### src/rtl/motor_cmd_if.sv
// Command channel from the movement logic into the motor ramp controller:
// one valid/ready handshake carrying target duty and direction for both motors.
interface motor_cmd_if;
    logic       cmd_valid;
    logic       cmd_ready;
    logic [7:0] cmd_duty_a;
    logic       cmd_dir_a;
    logic [7:0] cmd_duty_b;
    logic       cmd_dir_b;

    modport master (
        output cmd_valid,
        output cmd_duty_a,
        output cmd_dir_a,
        output cmd_duty_b,
        output cmd_dir_b,
        input  cmd_ready
    );

    modport slave (
        input  cmd_valid,
        input  cmd_duty_a,
        input  cmd_dir_a,
        input  cmd_duty_b,
        input  cmd_dir_b,
        output cmd_ready
    );
endinterface

### src/rtl/motor_ramp_ctrl.sv
// Slew-rate limiter and direction sequencer for two DC-motor PWM channels.
// Duty ramps in fixed steps per prescaler tick; reversal only via a dead time at zero duty.
module motor_ramp_ctrl #(
    parameter int STEP_DIV = 250000,
    parameter int STEP     = 8,
    parameter int DEADTIME = 4
) (
    input  logic           clk,
    input  logic           rst_n,
    motor_cmd_if.slave     cmd,
    input  logic           estop,
    output logic [7:0]     PWM_a,
    output logic [7:0]     PWM_b,
    output logic           dir_a,
    output logic           dir_b,
    output logic           settled
);

    localparam int PRE_W  = (STEP_DIV > 1) ? $clog2(STEP_DIV) : 1;
    localparam int DEAD_W = (DEADTIME > 1) ? $clog2(DEADTIME) : 1;

    typedef enum logic {
        ST_RUN  = 1'b0,
        ST_DEAD = 1'b1
    } ch_state_t;

    logic [PRE_W-1:0]  pre_r;
    logic              tick_s;
    logic              accept_s;
    logic              settled_r;

    // Index 0 is motor A, index 1 is motor B.
    logic [7:0]        cur_r        [2];
    logic              dir_r        [2];
    ch_state_t         st_r         [2];
    logic [DEAD_W-1:0] dead_cnt_r   [2];
    logic [7:0]        tgt_duty_r   [2];
    logic              tgt_dir_r    [2];

    logic [7:0]        cmd_duty_s   [2];
    logic              cmd_dir_s    [2];
    logic [8:0]        sum9_s       [2];
    logic [8:0]        tgt9_s       [2];
    logic [7:0]        ramp_up_s    [2];
    logic [7:0]        ramp_dn_s    [2];
    logic [7:0]        ramp_zero_s  [2];
    logic              same_dir_s   [2];
    logic              ch_settled_s [2];

    assign cmd_duty_s[0] = cmd.cmd_duty_a;
    assign cmd_duty_s[1] = cmd.cmd_duty_b;
    assign cmd_dir_s[0]  = cmd.cmd_dir_a;
    assign cmd_dir_s[1]  = cmd.cmd_dir_b;

    assign cmd.cmd_ready = ~estop;
    assign accept_s      = cmd.cmd_valid & ~estop;
    assign tick_s        = (pre_r == PRE_W'(STEP_DIV - 1));

    assign PWM_a   = cur_r[0];
    assign PWM_b   = cur_r[1];
    assign dir_a   = dir_r[0];
    assign dir_b   = dir_r[1];
    assign settled = settled_r;

    // Next-step duty candidates; 9-bit sums keep the clamps from wrapping past 0 or 255.
    always_comb begin
        for (int ch = 0; ch < 2; ch++) begin
            sum9_s[ch] = {1'b0, cur_r[ch]} + 9'(STEP);
            tgt9_s[ch] = {1'b0, tgt_duty_r[ch]};
            if (sum9_s[ch] > tgt9_s[ch]) begin
                ramp_up_s[ch] = tgt_duty_r[ch];
            end else begin
                ramp_up_s[ch] = sum9_s[ch][7:0];
            end
            if ({1'b0, cur_r[ch]} > (tgt9_s[ch] + 9'(STEP))) begin
                ramp_dn_s[ch] = cur_r[ch] - 8'(STEP);
            end else begin
                ramp_dn_s[ch] = tgt_duty_r[ch];
            end
            if (cur_r[ch] > 8'(STEP)) begin
                ramp_zero_s[ch] = cur_r[ch] - 8'(STEP);
            end else begin
                ramp_zero_s[ch] = 8'd0;
            end
            same_dir_s[ch]   = (tgt_duty_r[ch] == 8'd0) || (tgt_dir_r[ch] == dir_r[ch]);
            ch_settled_s[ch] = (st_r[ch] == ST_RUN) && (cur_r[ch] == tgt_duty_r[ch]) && same_dir_s[ch];
        end
    end

    // Prescaler, target latch, per-channel ramp/dead-time FSMs and the settled flag.
    always_ff @(posedge clk or negedge rst_n) begin
        if (!rst_n) begin
            pre_r     <= {PRE_W{1'b0}};
            settled_r <= 1'b1;
            for (int ch = 0; ch < 2; ch++) begin
                cur_r[ch]      <= 8'd0;
                dir_r[ch]      <= 1'b0;
                st_r[ch]       <= ST_RUN;
                dead_cnt_r[ch] <= {DEAD_W{1'b0}};
                tgt_duty_r[ch] <= 8'd0;
                tgt_dir_r[ch]  <= 1'b0;
            end
        end else begin
            pre_r     <= tick_s ? {PRE_W{1'b0}} : (pre_r + PRE_W'(1'b1));
            settled_r <= ch_settled_s[0] & ch_settled_s[1];
            if (estop) begin
                // Direction is deliberately held: the bridge stays as it was, just unpowered.
                for (int ch = 0; ch < 2; ch++) begin
                    cur_r[ch]      <= 8'd0;
                    st_r[ch]       <= ST_RUN;
                    dead_cnt_r[ch] <= {DEAD_W{1'b0}};
                    tgt_duty_r[ch] <= 8'd0;
                    tgt_dir_r[ch]  <= 1'b0;
                end
            end else begin
                for (int ch = 0; ch < 2; ch++) begin
                    if (accept_s) begin
                        tgt_duty_r[ch] <= cmd_duty_s[ch];
                        tgt_dir_r[ch]  <= cmd_dir_s[ch];
                    end
                    if (tick_s) begin
                        case (st_r[ch])
                            ST_RUN: begin
                                if (same_dir_s[ch]) begin
                                    if (cur_r[ch] < tgt_duty_r[ch]) begin
                                        cur_r[ch] <= ramp_up_s[ch];
                                    end else if (cur_r[ch] > tgt_duty_r[ch]) begin
                                        cur_r[ch] <= ramp_dn_s[ch];
                                    end
                                end else if (cur_r[ch] != 8'd0) begin
                                    cur_r[ch] <= ramp_zero_s[ch];
                                end else begin
                                    st_r[ch]       <= ST_DEAD;
                                    dead_cnt_r[ch] <= {DEAD_W{1'b0}};
                                end
                            end
                            ST_DEAD: begin
                                if (same_dir_s[ch]) begin
                                    st_r[ch] <= ST_RUN;
                                end else if (dead_cnt_r[ch] == DEAD_W'(DEADTIME - 1)) begin
                                    dir_r[ch] <= tgt_dir_r[ch];
                                    st_r[ch]  <= ST_RUN;
                                end else begin
                                    dead_cnt_r[ch] <= dead_cnt_r[ch] + DEAD_W'(1'b1);
                                end
                            end
                            default: begin
                                st_r[ch] <= ST_RUN;
                            end
                        endcase
                    end
                end
            end
        end
    end

endmodule

### src/flat_wrapper.sv
// flat-port wrapper written by rule: the top's interface ports become plain ports
module motor_ramp_ctrl_flat 
#(
    parameter int STEP_DIV = 250000,
    parameter int STEP     = 8,
    parameter int DEADTIME = 4
)
  (clk, rst_n, estop, PWM_a, PWM_b, dir_a, dir_b, settled, cmd_cmd_valid, cmd_cmd_duty_a, cmd_cmd_dir_a, cmd_cmd_duty_b, cmd_cmd_dir_b, cmd_cmd_ready);
  motor_cmd_if cmd_i ();
  input  logic clk;
  input  logic rst_n;
  input  logic estop;
  output logic [7:0] PWM_a;
  output logic [7:0] PWM_b;
  output logic dir_a;
  output logic dir_b;
  output logic settled;
  input wire logic [$bits(cmd_i.cmd_valid)-1:0] cmd_cmd_valid;
  input wire logic [$bits(cmd_i.cmd_duty_a)-1:0] cmd_cmd_duty_a;
  input wire logic [$bits(cmd_i.cmd_dir_a)-1:0] cmd_cmd_dir_a;
  input wire logic [$bits(cmd_i.cmd_duty_b)-1:0] cmd_cmd_duty_b;
  input wire logic [$bits(cmd_i.cmd_dir_b)-1:0] cmd_cmd_dir_b;
  output wire logic [$bits(cmd_i.cmd_ready)-1:0] cmd_cmd_ready;
  assign cmd_i.cmd_valid = cmd_cmd_valid;
  assign cmd_i.cmd_duty_a = cmd_cmd_duty_a;
  assign cmd_i.cmd_dir_a = cmd_cmd_dir_a;
  assign cmd_i.cmd_duty_b = cmd_cmd_duty_b;
  assign cmd_i.cmd_dir_b = cmd_cmd_dir_b;
  assign cmd_cmd_ready = cmd_i.cmd_ready;
  motor_ramp_ctrl #(.STEP_DIV(STEP_DIV), .STEP(STEP), .DEADTIME(DEADTIME)) u_core (.clk(clk), .rst_n(rst_n), .cmd(cmd_i), .estop(estop), .PWM_a(PWM_a), .PWM_b(PWM_b), .dir_a(dir_a), .dir_b(dir_b), .settled(settled));
endmodule
### config.mk
export PLATFORM = sky130hd
export DESIGN_NAME = motor_ramp_ctrl_flat
export DESIGN_NICKNAME = d
export VERILOG_FILES = /design/src/rtl/motor_cmd_if.sv /design/src/rtl/motor_ramp_ctrl.sv /design/src/flat_wrapper.sv
export SDC_FILE = /design/constraint.sdc
export NUM_CORES = 1
export LEC_CHECK = 0
export BUFFER_PORTS_ARGS = -buffer_cell sky130_fd_sc_hd__buf_2
export CAP_MARGIN = 20
export CORE_UTILIZATION = 34
export DETAILED_ROUTE_END_ITERATION = 6
export GPL_TIMING_DRIVEN = 0
export SLEW_MARGIN = 20
export SYNTH_ARGS = -nofsm -noshare
export SYNTH_HDL_FRONTEND = slang
export SYNTH_SLANG_ARGS = --single-unit
### constraint.sdc
create_clock -name clk -period 9 [get_ports clk]
set_input_delay 0.45 -clock clk [delete_from_list [all_inputs] [get_ports clk]]
set_output_delay 0.45 -clock clk [all_outputs]
set_load 0.02 [all_outputs]
# Word level (Yosys, flattened, before mapping)
# Index checks and enable logic that the tools add are counted.
[word_totals] out_inout_bits=20 elab_cells=131 register_bits=61
[op_classes] n_mux=52 bitwise=7 reduce_logical=20 n_eq_ne=19 add_sub_neg=9 order_cmp=10
[ops] op="$mux W8" n=20
[ops] op="$add A8 B4 Y9 const B" n=4
[ops] op="$mux W16" n=2
[ops] op="$mux W2" n=12
[ops] op="$ne A3 B3 Y1 const B" n=8
[ops] op="$reduce_and A5 Y1" n=4
[ops] op="$add A18 B1 Y18 const B" n=1
[ops] op="$eq A18 B18 Y1 const B" n=1
[ops] op="$gt A8 B9 Y1" n=2
[ops] op="$gt A9 B8 Y1" n=2
[ops] op="$mux W18" n=1
[ops] op="$eq A8 B8 Y1" n=2
[ops] op="$gt A8 B4 Y1 const B" n=2
[ops] op="$gt A8 B8 Y1" n=2
[ops] op="$logic_not A8 Y1" n=2
[ops] op="$lt A8 B8 Y1" n=2
[ops] op="$reduce_bool A8 Y1" n=2
[ops] op="$sub A8 B4 Y8 const B" n=2
[ops] op="$mux W1" n=12
[ops] op="$ne A4 B4 Y1 const B" n=2
[ops] op="$pmux W2 S2" n=2
[ops] op="$reduce_and A4 Y1" n=2
[ops] op="$reduce_bool A3 Y1" n=2
[ops] op="$not A1 Y1" n=5
[ops] op="other kinds (10)" n=21

# Longest topological paths before layout
# Gate-level depths: netlist of run 1.
[logic_depth] depth_word=9 mapped_depth=12 mapped_depth_nobuf=12

# Worst setup path before layout of run 1
# No wires, ideal clock.
[synth_path] path_kind="register to register" start="reg u_core.cur_r, in the netlist u_core.PWM_b[3]" end="reg u_core.cur_r, in the netlist u_core.PWM_b[0]" period_less_slack_ns=3.146 setup_time_ns=0.126 n_path_buf=2 arrival_time_ns=3.020 stages_incl_launch_ff=13 path_slack_ns=5.854 path_cell_list="dfrtp_1 > clkbuf_1 > inv_1 > ha_1 > ha_1 > and4_1 > nor2b_1 > o22ai_1 > or4_1 > clkbuf_1 > nand2_1 > nor2_1 > a311o_1"
[synth_between] elab_chain_cells=8 elab_cells_between_ends=20 cone_classes="1 x add/sub; 5 x order compare; 1 x eq/ne; 10 x mux; 3 x reduce/logical"
[synth_lines] element="from (decl)" line="motor_ramp_ctrl.sv:33" rtl="logic [7:0] cur_r [2];"
[synth_lines] element="from (signal, indexed assignment)" line="motor_ramp_ctrl.sv:126" rtl="cur_r[ch] <= ramp_up_s[ch];"
[synth_lines] element="from (signal, indexed assignment)" line="motor_ramp_ctrl.sv:128" rtl="cur_r[ch] <= ramp_dn_s[ch];"
[synth_lines] element="from (signal, indexed assignment)" line="motor_ramp_ctrl.sv:131" rtl="cur_r[ch] <= ramp_zero_s[ch];"
[synth_lines] element="$add A8 B4 Y9 or $gt A8 B9 Y1 (tied branches)" line="motor_ramp_ctrl.sv:68, motor_ramp_ctrl.sv:75"
[synth_lines] element="$gt A9 B8 Y1 or $mux W8 (tied branches)" line="motor_ramp_ctrl.sv:70, motor_ramp_ctrl.sv:75"
[synth_lines] element="$mux W8, on equally long branches" line="motor_ramp_ctrl.sv:70, motor_ramp_ctrl.sv:127"
[synth_lines] element="$mux W8" line="motor_ramp_ctrl.sv:125" rtl="if (cur_r[ch] < tgt_duty_r[ch]) begin"
[synth_lines] element="$mux W8" line="motor_ramp_ctrl.sv:124" rtl="if (same_dir_s[ch]) begin"
[synth_lines] element="$mux W8" line="motor_ramp_ctrl.sv:122" rtl="case (st_r[ch])"
[synth_lines] element="$mux W8" line="motor_ramp_ctrl.sv:121" rtl="if (tick_s) begin"
[synth_lines] element="$mux W16" line="motor_ramp_ctrl.sv:106" rtl="if (estop) begin"
# Parallel ways exist; a longest one is shown, timed or not. The select of a mux whose other input is x is not followed.
# A chain may end at the register's enable or synchronous reset.

# Worst setup path after layout of run 1
[layout_path] start="reg u_core.cur_r, in the netlist u_core.PWM_b[3]" end="reg u_core.cur_r, in the netlist u_core.PWM_b[1]"
# The elaborated chain is that of the path after synthesis.

==> impl_metrics.ini, run 1 <==
[yosys]
ys_seq_area_share_pct = 32.7
synth_edf_count = 0
synth.avg_cell_area_um2 = 8.91
ys_types = 70
synthesis.area_um2 = 4670
synth_top_cell_by_area = dfrtp_1
netlist_top_cells_area = dfrtp_1 (32%), ha_1 (12%), nor2_1 (5.1%)
synth-seq-cells = 61
syn-num-nets = 591
synth_top_cell_area_share_pct = 32.1
async_flop_share_pct = 100
yosys_warnings = 0
syn_inst = 524
synth-main-ff-cell = dfrtp_1

[worst_setup_path]
r2r_slack_ns = 5.32
worstSetupStartpointType = register
crit_path_max_fanout = 10
path_cells = clkbuf_1 -> inv_1 -> ha_1 -> inv_1 -> a21oi_1 -> a21oi_1 -> o211ai_1 -> nand2_1 -> and3_1 -> a311o_1
end_kind = register
path_class = reg2reg
path_buf_inv = 3
critical_path.max_stage_delay_ns = 0.69
worst_path_max_delay_cell = o211ai_1
critical-path-top-delay-family = compound AO/OA/AOI/OAI gates
worst-endpoint-required_ns = 9.20
arrival_ns = 3.88

[floorplan]
ioPinCount = 42
rows = 42
die_y_um = 119
core_area_um2 = 13300
die_x_um = 119
die_area_um2 = 14200
initial_core_util_pct = 35.1

[sta]
rsz0062_at_grt = no
final_max_slew_viol_count = 0
fmax_ghz = 0.272
worst_pin_slew_ns = 0.896
fin_crit_sh_pct = 40.9
period_needed_ns = 3.68
finClkSkew_ns = 0.0120
final.setup.tns_ns = 0
setup_viol = 0
finalHoldViolCount = 0
slew_headroom_pct = 40.3

[place]
place.detailed.hpwl_um = 9090
portBuffers = 40
place_congestion = 0.943

[final_layout]
multi_input_area_um2 = 2940
seqCellArea_um2 = 1530
antenna-diode-count = 0
nNetsFinal = 642
drive_gt1_share_pct = 13.8
utilization_pct = 40.7
fill_cells = 1302
syn_to_final_growth_pct = 15.8

[drt]
vias = 4103
wire_per_inst_um = 16.1
drt-total-wl_um = 12200
drt_iter0_drc = 292
first_pass_iters = 5
routed_via_density = 5.43
drc_errors = 0
ant_nets = 0

[cts]
root_buffer = clkbuf_16
postCtsSetupRepairBufs = 0
cts.sinks = 61
cts_tree = yes
cts_htree_levels = 3
cts_resized = 0
cts_hold_buf = 0
insertion_delay_ns = 0.33
cts_buffer_depth = 2
numCtsBuffers = 9
path_clk_slew_ns = 0.06

[grt]
grt_max_degree = 62
grt.total_usage_pct = 18.1
grt-ovfl-total = 0
grt_antenna_before_repair = 0
grt_pass1_wl_um = 20300
grt_pass1_vias = 4107

[power]
leakagePower_uw = 0.00246
powerDensity_nw_per_um2 = 215
p_total_uw = 1160
ir_worst_vdd_v = 0.0000884

[run]
maxCapViolations = 0

[min_path]
min_path_type = in2async

[status]
status = finished clean
[per-layer routing]
layer / vias up / share of wire (%) / GRT usage (%)
li1: 2007 / - / -
met1: 1971 / 47 / 24.0
met2: 108 / 47 / 29.2
met3: 17 / 5.1 / 4.07
met4: 0 / 1.3 / 5.30
met5: - / 0 / 0
[cells by family (layout without fill, tap and decap cells)]
kind of cell,after synthesis,in the layout,synth area share [%]
AOI/OAI and AO/OA,111,111,17.4
xor gates and xnor gates,32,32,6.00
adders and majority gates,45,45,12.1
buffers and inverters,52,108,4.39
DFF,61,61,32.7
muxes,24,24,5.22
and+or+nand+nor,199,199,22.3
[synthesized netlist by cell type, types with 4 or more instances]
cell        n
nor2_1     63
dfrtp_1    60
ha_1       45
inv_1      34
nand2_1    29
nand3_1    29
a21oi_1    26
mux2i_1    21
xnor2_1    18
xor2_1     14
clkbuf_1   12
nor3_1     11
o21a_1     11
o21ai_0    11
or3_1       9
nand4_1     8
o211ai_1    7
and3_1      6
o22ai_1     6
or4_1       6
o21ai_1     5
nand3b_1    4
nor2b_1     4
nor4_1      4
o2111ai_1   4
o221ai_1    4
[through the flow]
stage / instance area (µm²) / cells / hold slack (ns) / setup slack (ns)
final: 5410 / 756 / 0.205 / 5.32
after global routing: 5410 / 756 / 0.264 / 5.14
after CTS: 5410 / 756 / 0.241 / 5.38
after detailed placement: 5090 / 740 / 0.493 / 5.42
after global placement: 5090 / 740 / 0.482 / 5.43
after floorplan: 4670 / 524 / 0.154 / 5.85
[state kept, by name (all words and copies together) (netlist names)]
name               count
u_core.tgt9_s         16
u_core.settled         1
u_core.st_r            2
u_core.dead_cnt_r      4
u_core.PWM_b           8
u_core.PWM_a           8
u_core.pre_r          18
u_core.tgt_dir_r       2
u_core.dir_b           1
u_core.dir_a           1
[final timing paths]
path | end | from | depth (start not counted)
max in group asynchronous | u_core.tgt9_s[13] | rst_n | 1
min reg2reg | u_core.pre_r[0] | u_core.pre_r[0] | 1
min in group clk | u_core.tgt9_s[10] | cmd_cmd_duty_a[1] | 3
min | u_core.PWM_a[2] | rst_n | 1
max reg2reg | u_core.PWM_b[1] | u_core.PWM_b[3] | 10
max | u_core.PWM_b[1] | u_core.PWM_b[3] | 10
[power by group]
group | total (µW) | switching [µW] | internal (µW)
Sequential | 334 | 41.4 | 293
Combinational | 466 | 283 | 182
Clock | 363 | 126 | 237
Total | 1160 | 451 | 712
[cell usage in the layout, fill, tap and decap left out, types with 11 or more instances in the layout]
cell type	instances
a21oi_1	26
buf_2	41
clkbuf_1	13
dfrtp_1	60
ha_1	45
inv_1	34
mux2i_1	21
nand2_1	29
nand3_1	29
nor2_1	63
nor3_1	11
o21a_1	11
o21ai_0	11
xnor2_1	18
xor2_1	14
[final cells by class]
cell class              instances  share of cell area [%]
flip-flops and latches         61                    28.3
repair buffers                 40                    3.75
multi-input cells             411                    54.3
plain buffers                  18                    1.43
clock buffers                  13                    5.00
inverters                      34                    2.36
clock inverters                 3                   0.810
well taps                     176                    4.07
Note: power is estimated with default switching activity, not from simulation.
==> run 2: changes to the inputs <==
==> constraint.sdc (replaced) <==
create_clock -name clk -period 3.2 [get_ports clk]
set_input_delay 0.16 -clock clk [delete_from_list [all_inputs] [get_ports clk]]
set_output_delay 0.16 -clock clk [all_outputs]
set_load 0.02 [all_outputs]
==> impl_metrics.ini, run 2 (synthesis results as in run 1) <==
[drt]
drt-total-wl_um = 12300
routed_via_density = 5.46
vias = 4135
drt_iter0_drc = 278
wire_per_inst_um = 16.2
first_pass_iters = 6
ant_nets = 0
drc_errors = 0

[sta]
finalHoldViolCount = 0
worst_pin_slew_ns = 0.894
fin_crit_sh_pct = 95.1
rsz0062_at_grt = no
period_needed_ns = 3.04
finClkSkew_ns = 0.0121
final_max_slew_viol_count = 0
slew_headroom_pct = 40.4
fmax_ghz = 0.328
setup_viol = 0
worst_hold_slack_ns = 0.0782

[cts]
path_clk_slew_ns = 0.05
cts.sinks = 61
cts_tree = yes
cts_buffer_depth = 2
insertion_delay_ns = 0.33
root_buffer = clkbuf_16
cts_htree_levels = 3
numCtsBuffers = 9

[worst_setup_path]
arrival_ns = 3.24
worstSetupStartpointType = register
r2r_slack_ns = 0.16
path_class = reg2reg
crit_path_max_fanout = 9
end_kind = register
worst-endpoint-required_ns = 3.40

[final_layout]
multi_input_area_um2 = 2970
seqCellArea_um2 = 1530
syn_to_final_growth_pct = 17.0
fill_cells = 1297
final_common_cell = nor2_1
final_cell_mix = nor2_1 (63), dfrtp_1 (56), ha_1 (45), buf_2 (41), inv_1 (34)
nNetsFinal = 643
largest_reg_flops = 18
drive_gt1_share_pct = 16.2
antenna-diode-count = 0
top_register = u_core.pre_r
final_area_um2 = 5470

[power]
powerDensity_nw_per_um2 = 611
leakagePower_uw = 0.00248
ir_worst_vdd_v = 0.000246

[grt]
grt_pass1_vias = 4103
grt_max_degree = 62
grt.total_usage_pct = 18.1
grt-ovfl-total = 0
grt_pass1_wl_um = 20400
grt_antenna_before_repair = 0

[place]
portBuffers = 40
place_congestion = 0.943
dpl-instance-area_um2 = 5090
place.detailed.hpwl_um = 9090

[floorplan]
rows = 42
initial_core_util_pct = 35.1
ioPinCount = 42
core_area_um2 = 13300
die_x_um = 119
die_area_um2 = 14200
die_y_um = 119

[min_path]
min_path_type = in2reg

[status]
status = finished clean

[run]
maxCapViolations = 0
[run 2: cell count changes in the layout (fill, tap and decap cells not counted), moves of 2 or more]
cell / change
clkbuf_2: +2
clkbuf_4: +2
clkbuf_1: -5
dfrtp_2: +4
dfrtp_1: -4
[run 2: path summary, 6_finish.rpt]
check	startpoint	end	cells past startpoint
max in group asynchronous	rst_n	u_core.PWM_b[4]	2
worst max register to register	u_core.PWM_b[4]	u_core.PWM_b[1]	11
min in group asynchronous	rst_n	u_core.PWM_a[1]	2
worst min register to register	u_core.pre_r[0]	u_core.pre_r[0]	1
worst min-delay path	cmd_cmd_duty_a[1]	u_core.tgt9_s[10]	3
worst max-delay path	u_core.PWM_b[4]	u_core.PWM_b[1]	11
[run 2: layer usage]
| metal | wire length, µm | track usage [%] | part of all wire, % | vias to the layer above |
|---|---|---|---|---|
| li1 | - | - | - | 2004 |
| met1 | 5800 | 24.1 | 47 | 2009 |
| met2 | 5750 | 29.4 | 47 | 107 |
| met3 | 596 | 4.07 | 4.9 | 15 |
| met4 | 133 | 5.14 | 1.1 | 0 |
| met5 | 0 | 0 | 0 | - |
[run 2: report_power, final]
| part | switching (µW) | internal (µW) | total, µW |
|---|---|---|---|
| logic | 824 | 552 | 1380 |
| clock network | 354 | 667 | 1020 |
| registers | 117 | 827 | 943 |
| total | 1290 | 2050 | 3340 |
[run 2: timing repair]
action / 4_1_cts / 5_1_grt
setup endpoints to repair: 8 / 11
hold buffers: 1 / 0
pin swaps: 1 / 1
setup buffers: 1 / 0
gates cloned: 0 / 0
resized for setup: 11 / 6
hold endpoints to repair: 60 / 0
[run 2: layout make-up]
| class | instances | area share (%) |
|---|---|---|
| buffer | 17 | 1.53 |
| clock buffer | 13 | 4.95 |
| multi-input combinational | 411 | 54.3 |
| inverter | 34 | 2.34 |
| timing repair buffer | 42 | 4.03 |
| sequential | 61 | 28.0 |
| clock inverter | 3 | 0.801 |
| tap | 176 | 4.03 |
[run 2: stage by stage]
| stage | cells | setup TNS [ns] | setup slack, ns | util (%) | total power (µW) |
|---|---|---|---|---|---|
| finish | 757 | 0 | 0.156 | 41.1 | 3340 |
| CTS | 757 | 0 | 0.0244 | 40.9 | 3320 |
| floorplan | 524 | 0 | 0.0538 | - | 1890 |
| detailed placement | 740 | -1.98 | -0.376 | 38.3 | 2240 |
| global route | 757 | 0 | 0.0119 | 41.1 | 3550 |
| global placement | 740 | -2.02 | -0.370 | 38.3 | 2200 |
[run 2: critical path, stage by stage, from the launching register on]
cell and delay (ns):
dfrtp_2 0.47, ha_1 0.27, nand3_1 0.11, xnor2_1 0.24, ha_1 0.30, and4_1 0.23, o211ai_1 0.08, a21oi_1 0.06
or4_4 0.58, nand2_4 0.15, nor2_1 0.08, a311o_1 0.36
==> run 3: changes to the inputs <==
--- a/config.mk
+++ b/config.mk
@@ -5,6 +5,7 @@
 export SDC_FILE = /design/constraint.sdc
 export NUM_CORES = 1
 export LEC_CHECK = 0
+export ABC_AREA = 1
 export BUFFER_PORTS_ARGS = -buffer_cell sky130_fd_sc_hd__buf_2
 export CAP_MARGIN = 20
 export CORE_UTILIZATION = 34
==> impl_metrics.ini, run 3 <==
[status]
status = finished clean

[worst_setup_path]
end_kind = register
path_class = reg2reg
arrival_ns = 2.96
crit_path_max_fanout = 9
worst_path_max_delay_cell = dfrtp_1
worst-endpoint-required_ns = 3.42
path_buf_inv = 2
path_cells = inv_1 -> ha_1 -> ha_1 -> nand2_1 -> inv_1 -> nand2_1 -> nand3_1 -> nand2_1 -> nand2_1 -> nand2_1 -> nand2_1 -> nand2_2 -> nand2_2 -> nand2_2 -> nand2_1 -> nand2_1
critical_path.max_stage_delay_ns = 0.55
worstSetupStartpointType = register
critical-path-top-delay-family = simple AND/OR/NAND/NOR gates
crit_top_cell = nand2_1

[grt]
grt.total_usage_pct = 18.5
grt_max_degree = 49
grt_pass1_vias = 4328
grt_pass1_wl_um = 21500
grt_antenna_before_repair = 0
grt-ovfl-total = 0

[drt]
ant_nets = 0
routed_via_density = 4.88
drc_errors = 0
vias = 4497
wire_per_inst_um = 13.8
first_pass_iters = 5
drt-total-wl_um = 12700
drt_iter0_drc = 213

[sta]
slew_headroom_pct = 65.4
setup_ws_ns = 0.455
fmax_ghz = 0.364
fin_crit_sh_pct = 85.8
setup_viol = 0
finClkSkew_ns = 0.00618
final.setup.tns_ns = 0
final_max_slew_viol_count = 0
rsz0062_at_grt = no
worst_pin_slew_ns = 0.520
period_needed_ns = 2.75
finalHoldViolCount = 0

[final_layout]
largest_reg_flops = 18
final_cell_mix = nand2_1 (134), inv_1 (81), nor2_1 (79), nand3_1 (78), dfrtp_1 (60)
utilization_pct = 40.9
syn_to_final_growth_pct = 15.5
final_common_cell = nand2_1
fill_cells = 1552
seqCellArea_um2 = 1530
drive_gt1_share_pct = 16.7
antenna-diode-count = 0
nNetsFinal = 803
final_area_um2 = 5770
top_register = u_core.pre_r
multi_input_area_um2 = 3050

[cts]
postCtsSetupRepairBufs = 0
path_clk_slew_ns = 0.05
numCtsBuffers = 9
cts_resized = 0
root_buffer = clkbuf_16
insertion_delay_ns = 0.34
cts.sinks = 61
cts_tree = yes
cts_htree_levels = 3
cts_buffer_depth = 2

[yosys]
ys_seq_area_share_pct = 30.6
synth_top_cell_by_area = dfrtp_1
synth_edf_count = 0
netlist_top_cells_count = nand2_1 (134), inv_1 (81), nor2_1 (79)
synth.avg_cell_area_um2 = 7.30
synth.most_common_cell = nand2_1
syn_inst = 684
synth-main-ff-cell = dfrtp_1
netlist_top_cells_area = dfrtp_1 (30%), ha_1 (11%), nand2_1 (10%)
synthesis.area_um2 = 4990
synth_top_cell_area_share_pct = 30.1
async_flop_share_pct = 100
yosys_warnings = 0
synth-seq-cells = 61
ys_types = 46
syn-num-nets = 751

[floorplan]
core_area_um2 = 14100
die_area_um2 = 15200
die_x_um = 123
die_y_um = 123
ioPinCount = 42
rows = 43
initial_core_util_pct = 35.4

[power]
seqPwrFrac_pct = 24.4
leakagePower_uw = 0.00285
ir_worst_vdd_v = 0.000395
p_int_uw = 2350
clkPwrFrac_pct = 23.5
p_sw_share_pct = 46.0
p_sw_uw = 2000
powerDensity_nw_per_um2 = 755
power_frac_comb_pct = 52.2

[place]
place.detailed.hpwl_um = 9780
place_congestion = 0.856
preCtsSetupSlack_ns = 0.493
portBuffers = 39
dpl-instance-area_um2 = 5440

[run]
maxCapViolations = 0

[min_path]
min_path_type = in2reg
run 3: cell count changes after synthesis, sizes merged, moves of 11 or more:
cell and change:
o21ai +13, inv +57, nor2 +31, nand3 +56
xnor2 -12, mux2i -21, nor3 +11, nand2 +120
run 3: cell families (layout without fill, tap and decap cells):
family | Yosys count | count (layout) | synth area share (%)
and+or+nand+nor | 374 | 374 | 36.6
DFF | 61 | 61 | 30.6
AOI/OAI and AO/OA | 78 | 78 | 9.20
adders and majority gates | 45 | 45 | 11.3
xor gates and xnor gates | 23 | 23 | 4.03
buffers and inverters | 103 | 160 | 8.34
run 3: power groups by stage:
stage / registers, µW / logic, µW / clock network, µW
floorplan: 1090 / 1670 / 0
global placement: 1080 / 2230 / 0
detailed placement: 1070 / 2250 / 0
CTS: 1060 / 2260 / 1050
global route: 1080 / 2610 / 1080
finish: 1060 / 2270 / 1020
run 3: final cells by class:
| type | count | share of cell area (%) |
|---|---|---|
| Multi-Input combinational cell | 520 | 52.9 |
| Sequential cell | 61 | 26.5 |
| Inverter | 91 | 5.97 |
| Clock buffer | 13 | 4.69 |
| Timing Repair Buffer | 41 | 4.08 |
| Tap cell | 180 | 3.91 |
| Buffer | 12 | 1.26 |
| Clock inverter | 3 | 0.738 |
run 3: worst reg2reg max path: stages (launching register included):
cell and delay [ns]:
dfrtp_1 0.55, inv_1 0.20, ha_1 0.40, ha_1 0.34, nand2_1 0.06, inv_1 0.07, nand2_1 0.05, nand3_1 0.07
nand2_1 0.05, nand2_1 0.14, nand2_1 0.15, nand2_1 0.13, nand2_2 0.11, nand2_2 0.11, nand2_2 0.08, nand2_1 0.06
nand2_1 0.06
run 3: per-stage QoR:
stage,total power [µW],std cells,hold slack [ns]
2_1_floorplan,2760,684,-0.136
3_3_place_gp,3310,903,0.401
3_5_place_dp,3320,904,0.0439
4_1_cts,4370,921,0.0468
5_1_grt,4770,921,0.0642
6_report,4360,921,0.0556
run 3: worst paths after layout:
check / from / end / slack [ns] / depth (start not counted)
setup reg to reg: u_core.PWM_b[3] / u_core.PWM_b[1] / 0.45 / 16
max in group asynchronous: rst_n / u_core.settled / 2.39 / 3
hold / removal: cmd_cmd_duty_b[0] / u_core.tgt9_s[0] / 0.06 / 3
hold reg to reg: u_core.pre_r[0] / u_core.pre_r[0] / 0.49 / 1
min in group asynchronous: rst_n / u_core.tgt9_s[5] / 0.25 / 2
setup / recovery: u_core.PWM_b[3] / u_core.PWM_b[1] / 0.45 / 16
run 3: what timing repair did:
action | 4_1_cts | 5_1_grt
endpoints found under the hold margin | 26 | 0
setup endpoints to repair | 0 | 0
hold buffers | 1 | 0
run 3: metal layers:
metal | GRT usage (%) | vias up | routed length, µm
met5 | 0 | - | 0
met3 | 4.38 | 16 | 493
met1 | 25.6 | 2059 | 6470
met4 | 4.59 | 0 | 183
met2 | 28.9 | 70 | 5560
li1 | - | 2352 | -
